--- src/rtl/fifo_pkg.sv ---
// Shared types and helpers for the async FIFO write-side logic.
// Pointer width and data width defaults live here so every block agrees on them.
package fifo_pkg;

    localparam int FIFO_ADDR      = 4;
    localparam int FIFO_DSIZE     = 8;
    localparam int FIFO_AF_THRESH = 12;
    localparam int DEPTH          = 2 ** FIFO_ADDR;

    typedef struct packed {
        logic                  v;
        logic [FIFO_DSIZE-1:0] d;
    } skid_ent_t;

    // Each binary bit is the XOR of all Gray bits at or above it.
    function automatic logic [FIFO_ADDR:0] gray2bin(input logic [FIFO_ADDR:0] g);
        logic [FIFO_ADDR:0] b;
        b[FIFO_ADDR] = g[FIFO_ADDR];
        for (int i = FIFO_ADDR - 1; i >= 0; i--) begin
            b[i] = b[i+1] ^ g[i];
        end
        return b;
    endfunction

endpackage

--- src/rtl/wr_skid_buf.sv ---
// Two-entry skid buffer: head drives the consumer, spare absorbs the beat in flight
// when the consumer stalls, so s_ready can come straight from a flop.
module wr_skid_buf
    import fifo_pkg::*;
#(
    parameter int DSIZE = FIFO_DSIZE
) (
    input  logic             clk,
    input  logic             rst,
    input  logic             s_valid,
    input  logic [DSIZE-1:0] s_data,
    output logic             s_ready,
    output logic             head_valid,
    output logic [DSIZE-1:0] head_data,
    input  logic             pop
);

    skid_ent_t head_q, head_d;
    skid_ent_t spare_q, spare_d;
    logic      s_ready_q, s_ready_d;
    logic      accept;

    assign accept = s_valid & s_ready_q;

    always_comb begin
        head_d  = head_q;
        spare_d = spare_q;
        if (pop) begin
            if (spare_q.v) begin
                head_d    = spare_q;
                spare_d.v = accept;
                if (accept) spare_d.d = s_data;
            end else begin
                head_d.v = accept;
                if (accept) head_d.d = s_data;
            end
        end else if (accept) begin
            // s_ready high guarantees at least one slot is free here.
            if (!head_q.v) begin
                head_d.v = 1'b1;
                head_d.d = s_data;
            end else begin
                spare_d.v = 1'b1;
                spare_d.d = s_data;
            end
        end
        s_ready_d = ~(head_d.v & spare_d.v);
    end

    always_ff @(posedge clk or posedge rst) begin
        if (rst) begin
            head_q    <= '0;
            spare_q   <= '0;
            s_ready_q <= 1'b0;
        end else begin
            head_q    <= head_d;
            spare_q   <= spare_d;
            s_ready_q <= s_ready_d;
        end
    end

    assign s_ready    = s_ready_q;
    assign head_valid = head_q.v;
    assign head_data  = head_q.d;

endmodule

--- src/rtl/fifo_wr_frontend.sv ---
// Write-side front end: valid/ready stream to winc/wdata with full-stall holding,
// plus a conservative (never low) occupancy estimate and its flags.
module fifo_wr_frontend
    import fifo_pkg::*;
#(
    parameter int ADDR      = FIFO_ADDR,
    parameter int DSIZE     = FIFO_DSIZE,
    parameter int AF_THRESH = FIFO_AF_THRESH
) (
    input  logic             wclk,
    input  logic             wrst,
    input  logic             s_valid,
    input  logic [DSIZE-1:0] s_data,
    output logic             s_ready,
    input  logic             wfull,
    input  logic [ADDR:0]    wptr,
    input  logic [ADDR:0]    wq2_rptr,
    output logic             winc,
    output logic [DSIZE-1:0] wdata,
    output logic [ADDR:0]    wlevel,
    output logic             walmost_full,
    output logic             wlevel_err
);

    localparam logic [ADDR:0] LVL_MAX = (ADDR+1)'(2 ** ADDR);
    localparam logic [ADDR:0] AF_LVL  = (ADDR+1)'(AF_THRESH);

    logic            head_valid;
    logic [ADDR:0]   wbin, rbin, diff;
    logic [ADDR:0]   wlevel_q;
    logic            walmost_full_q, wlevel_err_q;

    wr_skid_buf #(
        .DSIZE(DSIZE)
    ) u_skid (
        .clk       (wclk),
        .rst       (wrst),
        .s_valid   (s_valid),
        .s_data    (s_data),
        .s_ready   (s_ready),
        .head_valid(head_valid),
        .head_data (wdata),
        .pop       (winc)
    );

    // wptr_full only advances on winc & ~wfull, so gating here makes each pulse one word.
    assign winc = head_valid & ~wfull;

    assign wbin = gray2bin(wptr);
    assign rbin = gray2bin(wq2_rptr);
    assign diff = wbin - rbin;

    always_ff @(posedge wclk or posedge wrst) begin
        if (wrst) begin
            wlevel_q       <= '0;
            walmost_full_q <= 1'b0;
            wlevel_err_q   <= 1'b0;
        end else begin
            wlevel_q       <= diff;
            walmost_full_q <= (diff >= AF_LVL);
            if (diff > LVL_MAX) wlevel_err_q <= 1'b1;
        end
    end

    assign wlevel       = wlevel_q;
    assign walmost_full = walmost_full_q;
    assign wlevel_err   = wlevel_err_q;

endmodule

--- config.mk ---
export PLATFORM = sky130hd
export DESIGN_NAME = fifo_wr_frontend
export DESIGN_NICKNAME = d
export VERILOG_FILES = /design/src/rtl/fifo_pkg.sv /design/src/rtl/wr_skid_buf.sv /design/src/rtl/fifo_wr_frontend.sv
export SDC_FILE = /design/constraint.sdc
export NUM_CORES = 1
export LEC_CHECK = 0
export BUFFER_PORTS_ARGS = -buffer_cell sky130_fd_sc_hd__buf_2
export CELL_PAD_IN_SITES_DETAIL_PLACEMENT = 1
export CELL_PAD_IN_SITES_GLOBAL_PLACEMENT = 1
export CORE_UTILIZATION = 40
export CTS_CLUSTER_DIAMETER = 30
export DETAILED_ROUTE_END_ITERATION = 10
export PLACE_DENSITY_LB_ADDON = 0.1
export SLEW_MARGIN = 40
export SYNTH_ARGS = -nofsm -noshare
export SYNTH_HDL_FRONTEND = slang
export SYNTH_HIERARCHICAL = 1
export SYNTH_SLANG_ARGS = --single-unit
--- constraint.sdc ---
create_clock -name wclk -period 2.1 [get_ports wclk]
set_input_delay 0.42 -clock wclk [delete_from_list [all_inputs] [get_ports wclk]]
set_output_delay 0.42 -clock wclk [all_outputs]
set_load 0.01 [all_outputs]
======== Yosys cells after proc, flatten, opt, wreduce, memory -nomap -nowiden ========
Cells that the tools add are included.
W data, S select, Z words.
word-level totals
  flip-flop bits (word level) ............. 26
  output and inout bits ................... 17
  word-level logic and storage cells ...... 41
cells by class
  $add $sub $neg .......................... 1
  magnitude comparators ................... 2
  equality and inequality tests ........... 3
  mux-type cells .......................... 9
  bitwise logic cells ..................... 13
  reduce and logical (&&, ||, !) cells .... 5
operators by type and width
  cell                  count
  $mux W9               7
  $mux W8               2
  $xor A1 B1 Y1         8
  $reduce_bool A2 Y1    3
  $ge A5 B4 Y1 const B  1
  $gt A5 B5 Y1 const B  1
  $sub A5 B5 Y5         1
  $ne A2 B2 Y1 const B  2
  $reduce_and A4 Y1     1
  $and A1 B1 Y1         3
  $reduce_and A3 Y1     1
  $ne A2 B1 Y1 const B  1
  $not A1 Y1            2

======== Depth between registers and ports, before layout ========
  depth after elaboration ................. 6
  depth in mapped cells ................... 11
  depth with buffers taken out ............ 11

======== Cells and area by module ========
Netlist, hierarchy kept.
modules (own cells, without submodules)
  module            instances  cells an instance  area each (um2)  seq. area each (um2)
  wr_skid_buf       1          78                 927.1            475.5
  fifo_wr_frontend  1          35                 447.9            175.2

======== Least setup slack after synthesis ========
No wires, ideal clock.
  kind .................................... input to register
  start point ............................. input port wq2_rptr[3]
  end point ............................... register wlevel_err_q, in the netlist wlevel_err
  setup time .............................. 0.121 ns
  arrival ................................. 2.575 ns
  required time ........................... 1.979 ns
  setup slack ............................. -0.596 ns
  stages on the path ...................... 10
  path buffers ............................ 0
  path through ............................ xnor2_2 -> xor2_1 -> xor2_1 -> xnor2_1 -> ha_1 -> inv_1 -> fa_1 -> xor2_1 -> or4_1 -> o22a_1
between the ends
  word-level cells in the longest chain between the ends .. 6
RTL lines
  what                           RTL line                text
  start, declared                fifo_wr_frontend.sv:17  input logic [ADDR:0] wq2_rptr,
  $xor A1 B1 Y1 * (2 in series)  fifo_pkg.sv:20          b[i] = b[i+1] ^ g[i];
  $xor A1 B1 Y1 (2 in series)    fifo_pkg.sv:20
  $sub A5 B5 Y5 *                fifo_wr_frontend.sv:51  assign diff = wbin - rbin;
  named net diff[2]              fifo_wr_frontend.sv:29  logic [ADDR:0] wbin, rbin, diff;
  $gt A5 B5 Y1 *                 fifo_wr_frontend.sv:61  if (diff > LVL_MAX) wlevel_err_q <= 1'b1;
  end signal, assigned           fifo_wr_frontend.sv:57  wlevel_err_q <= 1'b0;
  end signal, assigned           fifo_wr_frontend.sv:61
  end, declared                  fifo_wr_frontend.sv:31  logic walmost_full_q, wlevel_err_q;
Mark *: on every way through the listed nets, which the timed path passes. The rest lies on a longest branch.
A chain may end at the register's enable or synchronous reset.

======== Worst setup path after layout ========
  start point ............................. input port wptr[3]
  end point ............................... register wlevel_err_q, in the netlist wlevel_err
between the ends
  word-level cells in the longest chain between the ends .. 6
RTL lines
  what                           RTL line                text
  start, declared                fifo_wr_frontend.sv:16  input logic [ADDR:0] wptr,
  $xor A1 B1 Y1 * (3 in series)  fifo_pkg.sv:20
  $xor A1 B1 Y1                  fifo_pkg.sv:20
  $sub A5 B5 Y5 *                fifo_wr_frontend.sv:51
  named net diff[1]              fifo_wr_frontend.sv:29
  $gt A5 B5 Y1 *                 fifo_wr_frontend.sv:61
Marks and branches as above.

==> impl_metrics.json <==
{
  "period_minus_slack_ns": 2.36,
  "seqPwrFrac_pct": 39.2,
  "path_depth": 10,
  "tightest_slew_ns": 0.740,
  "p_int_w": 0.00142,
  "yosysUniqueCellTypes": 32,
  "grt_pass1_wl_mm": 4.89,
  "dr.max_layer_used": "met4",
  "status": "finished, violations left",
  "ios": 39,
  "final.setup.tns_ns": -0.551,
  "route.met3.wl_um": 102,
  "synthArstFlopShare_pct": 100,
  "ys.flop_type": "dfrtp_1",
  "syn_area_per_cell_um2": 12.2,
  "dr_total_vias": 1042,
  "core_um2": 3150,
  "worstSetupPathType": "in2reg",
  "pwr-share-comb_pct": 49.5,
  "wl_met2_mm": 1.61,
  "failed_checks": "setup timing",
  "clock_tree.root_cell": "clkbuf_4",
  "syn_inst": 113,
  "clk_latency_ns": 0.32,
  "finalNetCount": 194,
  "synth_area_um2": 1380,
  "cp_num_buf_inv": 2,
  "reg2reg_slack_ns": 0.34,
  "ir_worst_vdd_uv": 490,
  "drt_drc_violations_left": 0,
  "cellPowerDensity_nw_per_um2": 1240,
  "power_w": 0.00226,
  "synth_edf_count": 0,
  "ys_seq_area_share_pct": 47.3,
  "start_util_pct": 43.6,
  "hpwl_mm": 2.34,
  "path_clk_slew_ns": 0.14,
  "path_delay_family": "XOR/XNOR gates",
  "r2r_start": "u_skid/head_valid$_DFF_PP0_",
  "post-synth-top-count-cell": "dfrtp_1",
  "critical_path.endpoint": "wlevel_err$_DFFE_PP0N_",
  "drt-initial-drc-count": 30,
  "ys_seq_elements": 26,
  "syn_nets": 140,
  "vias_per_cell": 4.96,
  "p_switching_w": 0.000842,
  "grt_pass1_vias": 1062,
  "maxSlewHeadroom_pct": 50.6,
  "dieArea_um2": 3680,
  "wl_mm": 3.11,
  "final_util_pct": 57.7,
  "cts.sinks": 26,
  "slowest_delay_ns": 0.52,
  "synth_common_cells": "26 x dfrtp_1, 10 x nand2_1, 9 x mux2_2",
  "syn_to_final_growth_pct": 32.3,
  "io_buffer_count": 38,
  "leakage_nw": 0.842,
  "cp-end-kind": "register",
  "rows": 20,
  "pre_cts_slack_ns": -0.712,
  "swShare_pct": 37.3,
  "antenna_found_initial": 0,
  "routedWlPerCell_um": 14.8,
  "startpoint_type": "primary input",
  "drt-met1-wl_mm": 1.36,
  "fin_area_um2": 1820,
  "cts_tree": "done",
  "drtAntennaViolNets": 0,
  "synth_top_cell_by_area": "dfrtp_1",
  "die_w_um": 60.6,
  "setup.worst_path.start": "wptr[3]",
  "period_share_pct": 112,
  "r2r_cells": 5,
  "clockBufferDepth": 2,
  "grt_max_degree": 20,
  "clockPowerShare_pct": 11.3,
  "cts_inserted_buffers": 3,
  "die_h_um": 60.6,
  "critical_path_arrival_ns": 2.59,
  "cts_max_level": 1,
  "n_antenna_cell": 0,
  "worstPathRequired_ns": 2.33,
  "crit_top_cell": "xor2_2",
  "path_cells": "buf_6 > xor2_4 > xor2_2 > xor2_2 > xnor2_1 > ha_2 > inv_2 > fa_2 > or4_4 > o22a_1",
  "synthTopCellsByArea": "dfrtp_1 47%, mux2_2 7.4%, ha_1 3.6%",
  "firstDrtPassIters": 4,
  "fmax_ghz": 0.424,
  "dpl_cell_area_um2": 1680,
  "overflow": 0,
  "synth.top_cell.area_share_pct": 47.3,
  "cap_violations": 0,
  "fin_skew_ns": 0.00215,
  "hold_violations": 0,
  "slew_violations": 0,
  "yosysWarnings": 6,
  "rsz0062_at_grt": "yes",
  "drive_gt1_share_pct": 51.2,
  "grt_usage_pct": 18.9,
  "hp-class": "in2reg",
  "setup_viol": 3,
  "r2r-end": "u_skid/spare_q[7]$_DFFE_PP0P_",
  "cp_slowest_cell": "or4_4",
  "final.setup.worst_slack_ns": -0.258,
  "gp_congestion": 0.714,
  "hold_path_depth": 2,
  "critPathMaxFanout": 2
}
==> flip-flops by register name, indices dropped and copies added (netlist names) <==
register,count
u_skid/s_ready,1
wlevel,5
u_skid/head_valid,1
u_skid/head_data,8
wlevel_err,1
walmost_full,1
u_skid/spare_q,9
==> repair_timing <==
action | in CTS | in global routing
endpoints found under the setup margin | 3 | 3
hold buffers | 0 | 1
resized for setup | 11 | 1
hold endpoints to repair | 0 | 7
setup buffers | 2 | 1
pin swaps | 4 | 3
==> cell usage in the layout (no fill, tap or decap), drive strengths merged, types with 2 or more instances in the layout <==
cell    instances
dfrtp          26
xor2            6
xnor2           6
inv             4
buf            54
a31oi           7
clkbuf          4
ha              4
and2            2
nor2b           2
o21ai           6
mux2           12
a22o            3
nand2          10
a21o            3
a21oi           8
==> layout make-up <==
cell class | count | area, µm²
clock buffers | 4 | 36.3
fillers | 363 | 1330
inverters | 4 | 15.0
multi-input cells | 77 | 713
flip-flops and latches | 26 | 651
well taps | 44 | 55.1
repair buffers | 55 | 349
==> worst reg2reg max path: stages, from the launching register on <==
cell      delay, ns
dfrtp_1        0.45
nor2b_1        0.17
buf_4          0.15
nand2b_4       0.20
a21oi_4        0.31
mux2_2         0.39
==> worst min path at each step <==
stage	startpoint	endpoint	slack (ns)
after floorplan	wrst	walmost_full$_DFF_PP0_	0.22
after global placement	wrst	wlevel[4]$_DFF_PP0_	0.36
after detailed placement	wrst	walmost_full$_DFF_PP0_	0.36
after CTS	wrst	wlevel[4]$_DFF_PP0_	0.004
after global routing	s_data[0]	u_skid/spare_q[0]$_DFFE_PP0P_	0.33
final	s_data[0]	u_skid/spare_q[0]$_DFFE_PP0P_	0.34
==> per-stage QoR <==
stage,hold slack (ns),cells
2_1_floorplan,0.223,113
3_5_place_dp,0.364,202
3_3_place_gp,0.359,202
5_1_grt,0.328,210
6_report,0.343,210
4_1_cts,0.00388,208
==> power by group through the flow <==
stage / sequential [W] / combinational, W / clock (W)
floorplan: 0.000922 / 0.000711 / 0
global placement: 0.000876 / 0.00105 / 0
detailed placement: 0.000896 / 0.00110 / 0
CTS: 0.000886 / 0.00113 / 0.000259
global route: 0.000913 / 0.00124 / 0.000281
finish: 0.000885 / 0.00112 / 0.000255
==> routing by layer <==
layer  vias to the layer above  track usage [%]
met3                         4             3.20
met5                         -                0
met2                        26             32.8
met4                         0             6.82
met1                       516             23.7
li1                        496                -
==> logic make-up (layout without fill, tap and decap cells) <==
family | Yosys count | after routing | synth area share [%]
XOR/XNOR | 12 | 12 | 9.83
AND/OR/NAND/NOR | 18 | 18 | 7.28
buffers and inverters | 10 | 63 | 5.00
adder cells (fa/ha/maj) | 5 | 5 | 5.10
AO/OA/AOI/OAI | 30 | 30 | 15.1
flip-flops | 26 | 26 | 47.3
multiplexers | 12 | 12 | 10.4
Note: power is estimated with default switching activity, not from simulation.
